==> src/rtl/lsu_pkg.sv <==
// Shared definitions for the load/store unit: funct3 encodings, FSM state type,
// sizing constants and the byte-enable mask helper.
package lsu_pkg;

    localparam int unsigned XLEN            = 32;
    localparam int unsigned LSU_DEPTH_WORDS = 256;

    localparam logic [2:0] F3_B  = 3'b000;
    localparam logic [2:0] F3_H  = 3'b001;
    localparam logic [2:0] F3_W  = 3'b010;
    localparam logic [2:0] F3_BU = 3'b100;
    localparam logic [2:0] F3_HU = 3'b101;

    typedef enum logic {
        IDLE  = 1'b0,
        MERGE = 1'b1
    } lsu_state_t;

    // Bit mask covering the bytes touched by an access of the given size at the given offset.
    function automatic logic [XLEN-1:0] be_mask(input logic [2:0] funct3, input logic [1:0] off);
        logic [XLEN-1:0] m;
        m = '0;
        case (funct3[1:0])
            2'b00:   m = 32'h0000_00FF << {off, 3'b000};
            2'b01:   m = 32'h0000_FFFF << {off[1], 4'b0000};
            default: m = 32'hFFFF_FFFF;
        endcase
        return m;
    endfunction

endpackage

==> src/rtl/lsu_load_extract.sv <==
// Load lane extraction: selects the byte/half addressed by byte_off from the
// memory word and sign- or zero-extends it according to funct3.
// Ports: funct3 (access type), byte_off (addr[1:0]), word (raw memory word),
//        data_c (extended 32-bit result, combinational).
module lsu_load_extract
    import lsu_pkg::*;
(
    input  logic [2:0]      funct3,
    input  logic [1:0]      byte_off,
    input  logic [XLEN-1:0] word,
    output logic [XLEN-1:0] data_c
);

    logic [7:0]  byte_lane;
    logic [15:0] half_lane;

    always_comb begin
        byte_lane = 8'(word >> {byte_off, 3'b000});
        half_lane = 16'(word >> {byte_off[1], 4'b0000});
        case (funct3)
            F3_B:    data_c = {{24{byte_lane[7]}}, byte_lane};
            F3_H:    data_c = {{16{half_lane[15]}}, half_lane};
            F3_BU:   data_c = {24'h0, byte_lane};
            F3_HU:   data_c = {16'h0, half_lane};
            default: data_c = word;
        endcase
    end

endmodule

==> src/rtl/load_store_unit.sv <==
// Load/store unit between the MEM stage and a word-wide data memory.
// Full-word stores write in the accept cycle; byte/half stores do a
// read-modify-write through the MERGE state. Responses arrive one cycle
// after completion with error flags and the extended load result.
// Ports: clk, rst_n; req_* request channel with req_ready; resp_valid,
//        resp_rdata, misalign_err, access_fault response; mem_* memory port.
module load_store_unit
    import lsu_pkg::*;
#(
    parameter int unsigned DEPTH_WORDS = LSU_DEPTH_WORDS
) (
    input  logic            clk,
    input  logic            rst_n,
    input  logic            req_valid,
    input  logic            req_we,
    input  logic [2:0]      req_funct3,
    input  logic [XLEN-1:0] req_addr,
    input  logic [XLEN-1:0] req_wdata,
    output logic            req_ready,
    output logic            resp_valid,
    output logic [XLEN-1:0] resp_rdata,
    output logic            misalign_err,
    output logic            access_fault,
    output logic            mem_write,
    output logic [XLEN-1:0] mem_address,
    output logic [XLEN-1:0] mem_write_data,
    input  logic [XLEN-1:0] mem_read_data
);

    lsu_state_t      state_q, state_d;
    logic            resp_valid_d, misalign_d, fault_d;
    logic [XLEN-1:0] resp_rdata_d;
    logic [XLEN-1:0] merge_addr_q, merge_addr_d;
    logic [XLEN-1:0] merge_old_q, merge_old_d;
    logic [XLEN-1:0] merge_mask_q, merge_mask_d;
    logic [XLEN-1:0] merge_wdata_q, merge_wdata_d;
    logic [XLEN-1:0] load_data;
    logic            illegal_f3, misaligned, out_of_range;

    lsu_load_extract u_extract (
        .funct3   (req_funct3),
        .byte_off (req_addr[1:0]),
        .word     (mem_read_data),
        .data_c   (load_data)
    );

    // Request classification; stores only accept B/H/W.
    always_comb begin
        illegal_f3   = (req_funct3[1:0] == 2'b11) ||
                       (req_funct3[2] && (req_we || req_funct3[1]));
        misaligned   = ((req_funct3[1:0] == 2'b01) && req_addr[0]) ||
                       ((req_funct3[1:0] == 2'b10) && (req_addr[1:0] != 2'b00));
        out_of_range = {2'b00, req_addr[31:2]} >= XLEN'(DEPTH_WORDS);
    end

    // Next-state, memory drive and response staging.
    always_comb begin
        state_d        = state_q;
        req_ready      = 1'b0;
        mem_write      = 1'b0;
        mem_address    = {req_addr[31:2], 2'b00};
        mem_write_data = req_wdata;
        resp_valid_d   = 1'b0;
        resp_rdata_d   = '0;
        misalign_d     = 1'b0;
        fault_d        = 1'b0;
        merge_addr_d   = merge_addr_q;
        merge_old_d    = merge_old_q;
        merge_mask_d   = merge_mask_q;
        merge_wdata_d  = merge_wdata_q;

        case (state_q)
            IDLE: begin
                req_ready = 1'b1;
                if (req_valid) begin
                    if (illegal_f3) begin
                        resp_valid_d = 1'b1;
                        fault_d      = 1'b1;
                    end else if (misaligned) begin
                        resp_valid_d = 1'b1;
                        misalign_d   = 1'b1;
                    end else if (out_of_range) begin
                        resp_valid_d = 1'b1;
                        fault_d      = 1'b1;
                    end else if (!req_we) begin
                        resp_valid_d = 1'b1;
                        resp_rdata_d = load_data;
                    end else if (req_funct3 == F3_W) begin
                        mem_write    = rst_n;
                        resp_valid_d = 1'b1;
                    end else begin
                        // Sub-word store: capture the old word and write it back merged next cycle.
                        merge_addr_d  = {req_addr[31:2], 2'b00};
                        merge_old_d   = mem_read_data;
                        merge_mask_d  = be_mask(req_funct3, req_addr[1:0]);
                        merge_wdata_d = (req_wdata << {req_addr[1:0], 3'b000}) &
                                        be_mask(req_funct3, req_addr[1:0]);
                        state_d       = MERGE;
                    end
                end
            end
            MERGE: begin
                mem_write      = rst_n;
                mem_address    = merge_addr_q;
                mem_write_data = (merge_old_q & ~merge_mask_q) | (merge_wdata_q & merge_mask_q);
                resp_valid_d   = 1'b1;
                state_d        = IDLE;
            end
            default: state_d = IDLE;
        endcase
    end

    // State, merge and response registers.
    always_ff @(posedge clk or negedge rst_n) begin
        if (!rst_n) begin
            state_q       <= IDLE;
            resp_valid    <= 1'b0;
            resp_rdata    <= '0;
            misalign_err  <= 1'b0;
            access_fault  <= 1'b0;
            merge_addr_q  <= '0;
            merge_old_q   <= '0;
            merge_mask_q  <= '0;
            merge_wdata_q <= '0;
        end else begin
            state_q       <= state_d;
            resp_valid    <= resp_valid_d;
            resp_rdata    <= resp_rdata_d;
            misalign_err  <= misalign_d;
            access_fault  <= fault_d;
            merge_addr_q  <= merge_addr_d;
            merge_old_q   <= merge_old_d;
            merge_mask_q  <= merge_mask_d;
            merge_wdata_q <= merge_wdata_d;
        end
    end

endmodule

==> config.mk <==
export PLATFORM = sky130hd
export DESIGN_NAME = load_store_unit
export DESIGN_NICKNAME = d
export VERILOG_FILES = /design/src/rtl/lsu_pkg.sv /design/src/rtl/lsu_load_extract.sv /design/src/rtl/load_store_unit.sv
export SDC_FILE = /design/constraint.sdc
export NUM_CORES = 1
export LEC_CHECK = 0
export ABC_AREA = 1
export CORE_MARGIN = 5
export CORE_UTILIZATION = 46
export CTS_CLUSTER_SIZE = 24
export DETAILED_ROUTE_END_ITERATION = 10
export PLACE_DENSITY = 0.83
export SLEW_MARGIN = 10
export SYNTH_ARGS = -nofsm -noshare
export SYNTH_HDL_FRONTEND = slang
export SYNTH_HIERARCHICAL = 1
export SYNTH_SLANG_ARGS = --single-unit
export TNS_END_PERCENT = 1
==> constraint.sdc <==
create_clock -name clk -period 3.1 [get_ports clk]
set_clock_uncertainty 0.05 [all_clocks]
set_input_delay 0.62 -clock clk [delete_from_list [all_inputs] [get_ports clk]]
set_output_delay 0.62 -clock clk [all_outputs]
set_load 0.02 [all_outputs]
==> results of run 1 <==
-- path summary, 6_finish.rpt --
kind / slack [ns] / startpoint / end / depth (start not counted)
setup / recovery: 0.15 / state_q / mem_write_data[19] / 4
hold / removal: 0.37 / rst_n / merge_addr_q[15] / 2
setup reg to reg: 0.99 / state_q / merge_wdata_q[24] / 8
hold reg to reg: 0.42 / merge_old_q[3] / merge_old_q[3] / 2
max in group asynchronous: 1.14 / rst_n / state_q / 3
min in group clk: 0.42 / merge_old_q[3] / merge_old_q[3] / 2
-- kinds of logic after synthesis --
group,synth area share (%)
compound gates,9.88
buf+inv,10.2
flops,43.0
other cells,0.0481
simple gates,36.8
-- worst max-delay path, stage by stage (launching register included) --
cell	delay, ns
dfrtp_4	0.55
buf_12	0.25
o21ai_0	0.11
o21ai_0	0.27
clkdlybuf4s50_1	0.67
-- cell type report --
| type | instances | area share (%) |
|---|---|---|
| timing repair buffer | 228 | 21.2 |
| inverter | 86 | 3.24 |
| tap | 220 | 2.62 |
| multi-input combinational | 760 | 34.7 |
| sequential | 134 | 31.9 |
| clock buffer | 21 | 4.38 |
| clock inverter | 10 | 1.90 |
-- stage by stage --
| stage | std cells | setup WS (ns) | area (um2) | setup TNS [ns] | hold WS (ns) |
|---|---|---|---|---|---|
| 3_5_place_dp | 1428 | -0.0489 | 9850 | -0.0489 | 0.404 |
| 6_report | 1459 | 0.149 | 10500 | 0 | 0.368 |
| 5_1_grt | 1459 | 0.0368 | 10500 | 0 | 0.435 |
| 2_1_floorplan | 1055 | 0.699 | 7800 | 0 | 0.274 |
| 4_1_cts | 1459 | 0.0990 | 10500 | 0 | 0.397 |
| 3_3_place_gp | 1428 | -0.0282 | 9850 | -0.0282 | 0.399 |
-- state kept, by name, summed over array words and instances (netlist names) --
name / flops
access_fault: 1
merge_addr_q: 30
merge_mask_q: 4
merge_old_q: 32
merge_wdata_q: 32
misalign_err: 1
resp_rdata: 32
resp_valid: 1
state_q: 1
-- per-layer routing --
| metal | routed length (um) | part of all wire [%] |
|---|---|---|
| met5 | 0 | 0 |
| met4 | 811 | 3.2 |
| met3 | 2520 | 10 |
| met2 | 11200 | 45 |
| met1 | 10500 | 42 |
-- timing repair --
action                                  in CTS  in global routing
endpoints found under the setup margin       2                  5
setup buffers                                0                  0
resized for setup                            2                  2
-- cell usage in the layout, fill, tap and decap left out, types with 24 or more instances in the layout --
cell type        synthesis  routed
nand3_1                 84      84
buf_4                   10      26
clkdlybuf4s50_1          0     198
nand4_1                 32      32
nor2_1                  87      87
dfrtp_1                134     133
o21ai_0                 94      94
o22ai_1                 24      24
nand2_1                337     337
inv_1                   77      77
-- where the power goes --
| group | switching, W | internal, W |
|---|---|---|
| clock network | 0.000740 | 0.00154 |
| logic | 0.000398 | 0.000300 |
| registers | 0.000000469 | 0.00175 |
==> results.yml, run 1 <==
outcome:
  outcome: "finished, final reports clean"
synth:
  synthFlopType: "dfrtp_1"
  synth.most_common_cell: "nand2_1"
  synth_sequential_area_ratio_pct: 43.0
  count_of_state_elements_after_synthesis: 134
  synth_top_cells_by_count: "337 x nand2_1, 134 x dfrtp_1, 94 x o21ai_0"
  synth-edff-count: 0
  synthCells: 1054
  synthesis.yosys.warnings: 6
  synth.cell_area_mm2: 0.00780
  synth.top_cell.area_share_pct: 43.0
  post_synth_num_cell_types: 37
  mean_syn_cell_area_um2: 7.40
  yosys.area.top_type: "dfrtp_1"
  synth_async_sr_flop_share_pct: 100
  synth_area_leaders: "dfrtp_1 43%, nand2_1 16%, o21ai_0 6.0%"
route:
  vias_per_cell: 5.43
  routedWlPerCell_um: 17.1
  drcViolationCount: 0
  ant_nets: 0
  drt_wl_total_um: 25000
  first_drt_pass_iteration_count: 6
  vias: 7920
  detailedRoute.firstIterationViolations: 969
finish:
  final_core_area_utilization_pct: 63.4
  final_net_count: 1330
  antenna_cells: 0
  nFillCells: 1450
  multiInputGateArea_mm2: 0.00365
  final-seq-area_mm2: 0.00336
  syn_to_final_growth_pct: 34.8
  final_layout_size_suffix_gt1_share_pct: 8.96
timing:
  grt_setup_unrepaired: "no"
  final.min_clock_period_ns: 2.95
  finalCritPeriodShare_pct: 95.2
  final-hold-violation-count: 0
  maxClockFrequency_ghz: 0.339
  worst_relative_slew_slack_pct: 42.6
  worst_max_slew_pin_slew_ns: 0.860
  slew_violations: 0
  finalSetupViolCount: 0
flow_run:
  maxCapViolCount: 0
global_routing:
  grt_pass1_vias: 7447
  met1_usage_grt_pct: 35.4
  most_used_layer_global_route: "met2"
  grt_max_degree: 78
  total_routing_usage_gr_pct: 25.2
  grtUsageMet3_pct: 6.31
  gr-total-overflow: 0
  first_pass_grt_wire_length_um: 39800
  met2_track_utilization_from_global_routing_pct: 37.2
  antenna_violations_before_repair: 0
power_and_ir_drop:
  power.leakage_nw: 5.36
  cellPowerDensity_mw_per_mm2: 450
  ir_worst_vdd_mv: 0.420
  report.power.total_w: 0.00473
worst_setup_path:
  worstPathArrival_ns: 2.28
  setup.worst_path.end_class: "primary output"
  path_class: "flop to primary output"
  worst-path-max-fanout: 56
  startpoint_type: "flop"
  critPathRequiredTime_ns: 2.43
clock_network:
  postCtsHoldBufs: 0
  clkSinkCount: 134
  cts.root.buffer_cell: "clkbuf_16"
  cts_buffer_depth: 2
  h_tree_depth: 4
  cts_made_buffers: 17
  tritoncts: "done"
  clk_latency_ns: 0.41
  cts_clock_pin_slew_for_the_worst_setup_and_hold_paths_ns: 0.05
die:
  placeableCoreArea_mm2: 0.0166
  fp.dieArea_mm2: 0.0197
  boundary_pin_count: 204
  num_rows: 47
  dieHeight_um: 140
  start_util_pct: 47.0
  die_width_um: 140
worst_hold_path:
  worst_hold_path_type: "input port to asynchronous set/reset pin"
place:
  detailed_place_hpwl_um: 17600
  gp_congestion: 0.939
  place.port_buffers: 201
No activity file was read; power rests on OpenSTA's default activity.
==> run 2: changes to the inputs <==
--- a/config.mk
+++ b/config.mk
@@ -8,6 +8,7 @@
 export ABC_AREA = 1
 export CORE_MARGIN = 5
 export CORE_UTILIZATION = 46
+export CTS_BUF_LIST = sky130_fd_sc_hd__clkbuf_4 sky130_fd_sc_hd__clkbuf_8
 export CTS_CLUSTER_SIZE = 24
 export DETAILED_ROUTE_END_ITERATION = 10
 export PLACE_DENSITY = 0.83
==> results.yml, run 2 (same netlist as run 1, synthesis figures left out) <==
route:
  vias_per_cell: 5.34
  routedWlPerCell_um: 16.9
  drcViolationCount: 0
  detailedRoute.firstIterationViolations: 1033
  first_drt_pass_iteration_count: 5
  drt_wl_total_um: 24700
  vias: 7796
  ant_nets: 0
clock_network:
  post-cts-setup-buffer-count: 0
  cts_clock_pin_slew_for_the_worst_setup_and_hold_paths_ns: 0.07
  postCtsHoldBufs: 0
  cts.root.buffer_cell: "clkbuf_8"
  cts_buffer_depth: 2
  tritoncts: "done"
  cts_made_buffers: 17
  clkSinkCount: 134
  post_cts_resized: 2
  clk_latency_ns: 0.44
  h_tree_depth: 4
worst_setup_path:
  rr_startpoint: "state_q"
  crit_path_cell_trace: "buf_12 -> o21ai_0 -> o21ai_0 -> clkdlybuf4s50_1"
  critical-path-top-cell-by-count: "o21ai_0"
  setup.worst_path.end_class: "primary output"
  path_class: "flop to primary output"
  worst-path-max-fanout: 56
  timing.critical_path.max_delay_family: "buffers and inverters"
  worstPathArrival_ns: 2.33
  path_buf_inv: 2
  reg2reg_depth: 8
  critical_path.slowest_cell: "clkdlybuf4s50_1"
  critPathRequiredTime_ns: 2.43
  regToRegSetupSlack_ns: 1.00
  slowest_delay_ns: 0.67
  regToRegEndpoint: "merge_old_q[12]"
  startpoint_type: "flop"
finish:
  final_layout_size_suffix_gt1_share_pct: 9.12
  layout.cells.most_common: "nand2_1"
  syn_to_final_growth_pct: 32.6
  top_regs: "merge_old_q x32, merge_wdata_q x32, resp_rdata x32"
  antenna_cells: 0
  commonest_cells_after_routing_fill_and_taps_aside: "337 x nand2_1, 194 x clkdlybuf4s50_1, 133 x dfrtp_1"
  final_net_count: 1330
power_and_ir_drop:
  cellPowerDensity_mw_per_mm2: 408
  power.combinational.fraction_pct: 16.5
  power_frac_seq_pct: 41.5
  netSwitchingPower_w: 0.00108
  power.switching_fraction_pct: 25.5
  pwr-share-clk_pct: 42.0
  ir_worst_vdd_mv: 0.269
  power.leakage_nw: 5.32
  p_int_w: 0.00314
global_routing:
  met1_usage_grt_pct: 35.0
  grt_max_degree: 78
  grt_pass1_vias: 7342
  first_pass_grt_wire_length_um: 39400
  antenna_violations_before_repair: 0
  grtUsageMet3_pct: 6.99
  total_routing_usage_gr_pct: 24.9
  met2_track_utilization_from_global_routing_pct: 37.3
  gr-total-overflow: 0
  most_used_layer_global_route: "met2"
flow_run:
  maxCapViolCount: 0
timing:
  grt_setup_unrepaired: "no"
  slew_violations: 0
  setup_tns_ns: 0
  finalCritPeriodShare_pct: 96.9
  final.hold.worst_slack_ns: 0.330
  final.min_clock_period_ns: 3.00
  finalSetupViolCount: 0
  worst_max_slew_pin_slew_ns: 0.878
  worst_relative_slew_slack_pct: 41.5
  final-hold-violation-count: 0
  final_critical_path_setup_slack_ns: 0.0968
  maxClockFrequency_ghz: 0.333
die:
  die_width_um: 140
  placeableCoreArea_mm2: 0.0166
  boundary_pin_count: 204
  dieHeight_um: 140
  start_util_pct: 47.0
  num_rows: 47
  fp.dieArea_mm2: 0.0197
place:
  detailed_place_hpwl_um: 17600
  gp_congestion: 0.939
  place.port_buffers: 201
  dp_slack_ns: -0.0489
outcome:
  outcome: "finished, final reports clean"
worst_hold_path:
  worst_hold_path_type: "input port to asynchronous set/reset pin"
run 2: cell count changes in the layout (fill, tap and decap cells not counted):
cell	change
clkbuf_4	+2
clkbuf_1	-2
dlymetal6s2s_1	+4
clkdlybuf4s50_1	-4
clkbuf_8	+17
clkbuf_16	-17
run 2: worst max-delay path by stage:
stage                  from                 end  slack (ns)  cells past startpoint
6_report            state_q  mem_write_data[19]         0.1                      4
3_5_place_dp   req_addr[23]           mem_write       -0.05                      9
4_1_cts             state_q     mem_address[31]        0.06                      5
2_1_floorplan   req_addr[1]           mem_write        0.70                      8
3_3_place_gp   req_addr[23]           mem_write       -0.03                      9
5_1_grt             state_q     mem_address[24]       0.004                      5
run 2: metrics by stage:
stage               utilization, %  power (W)  std cells  area [um2]
global placement              59.4    0.00247       1428        9850
floorplan                        -    0.00212       1055        7800
detailed placement            59.4    0.00247       1428        9850
finish                        62.4    0.00422       1459       10300
CTS                           62.3    0.00423       1459       10300
global route                  62.4    0.00438       1459       10300
run 2: layout make-up:
type                    count  area, um2
flip-flops and latches    134       3360
well taps                 220        275
fillers                  1483       6240
inverters                  86        340
clock buffers              21        277
clock inverters            10        200
repair buffers            228       2240
multi-input cells         760       3650
run 2: power groups by stage:
stage	Combinational, W	Sequential (W)	Clock (W)
5_1_grt	0.000748	0.00175	0.00188
4_1_cts	0.000692	0.00175	0.00179
2_1_floorplan	0.000334	0.00179	0
3_5_place_dp	0.000688	0.00178	0
6_report	0.000696	0.00175	0.00177
3_3_place_gp	0.000682	0.00178	0
run 2: layer usage:
layer,routed length (um),vias up
li1,-,3767
met1,10600,3619
met2,11200,372
met3,2360,38
met4,539,0
met5,0,-
run 2: worst register-to-register path, stage by stage (launching register included):
cell and delay, ns:
dfrtp_4 0.58, inv_6 0.18, nand2_1 0.11, buf_4 0.16, nor2_4 0.16, nand2_4 0.13, buf_4 0.35, nand2_1 0.21
nand2_1 0.06
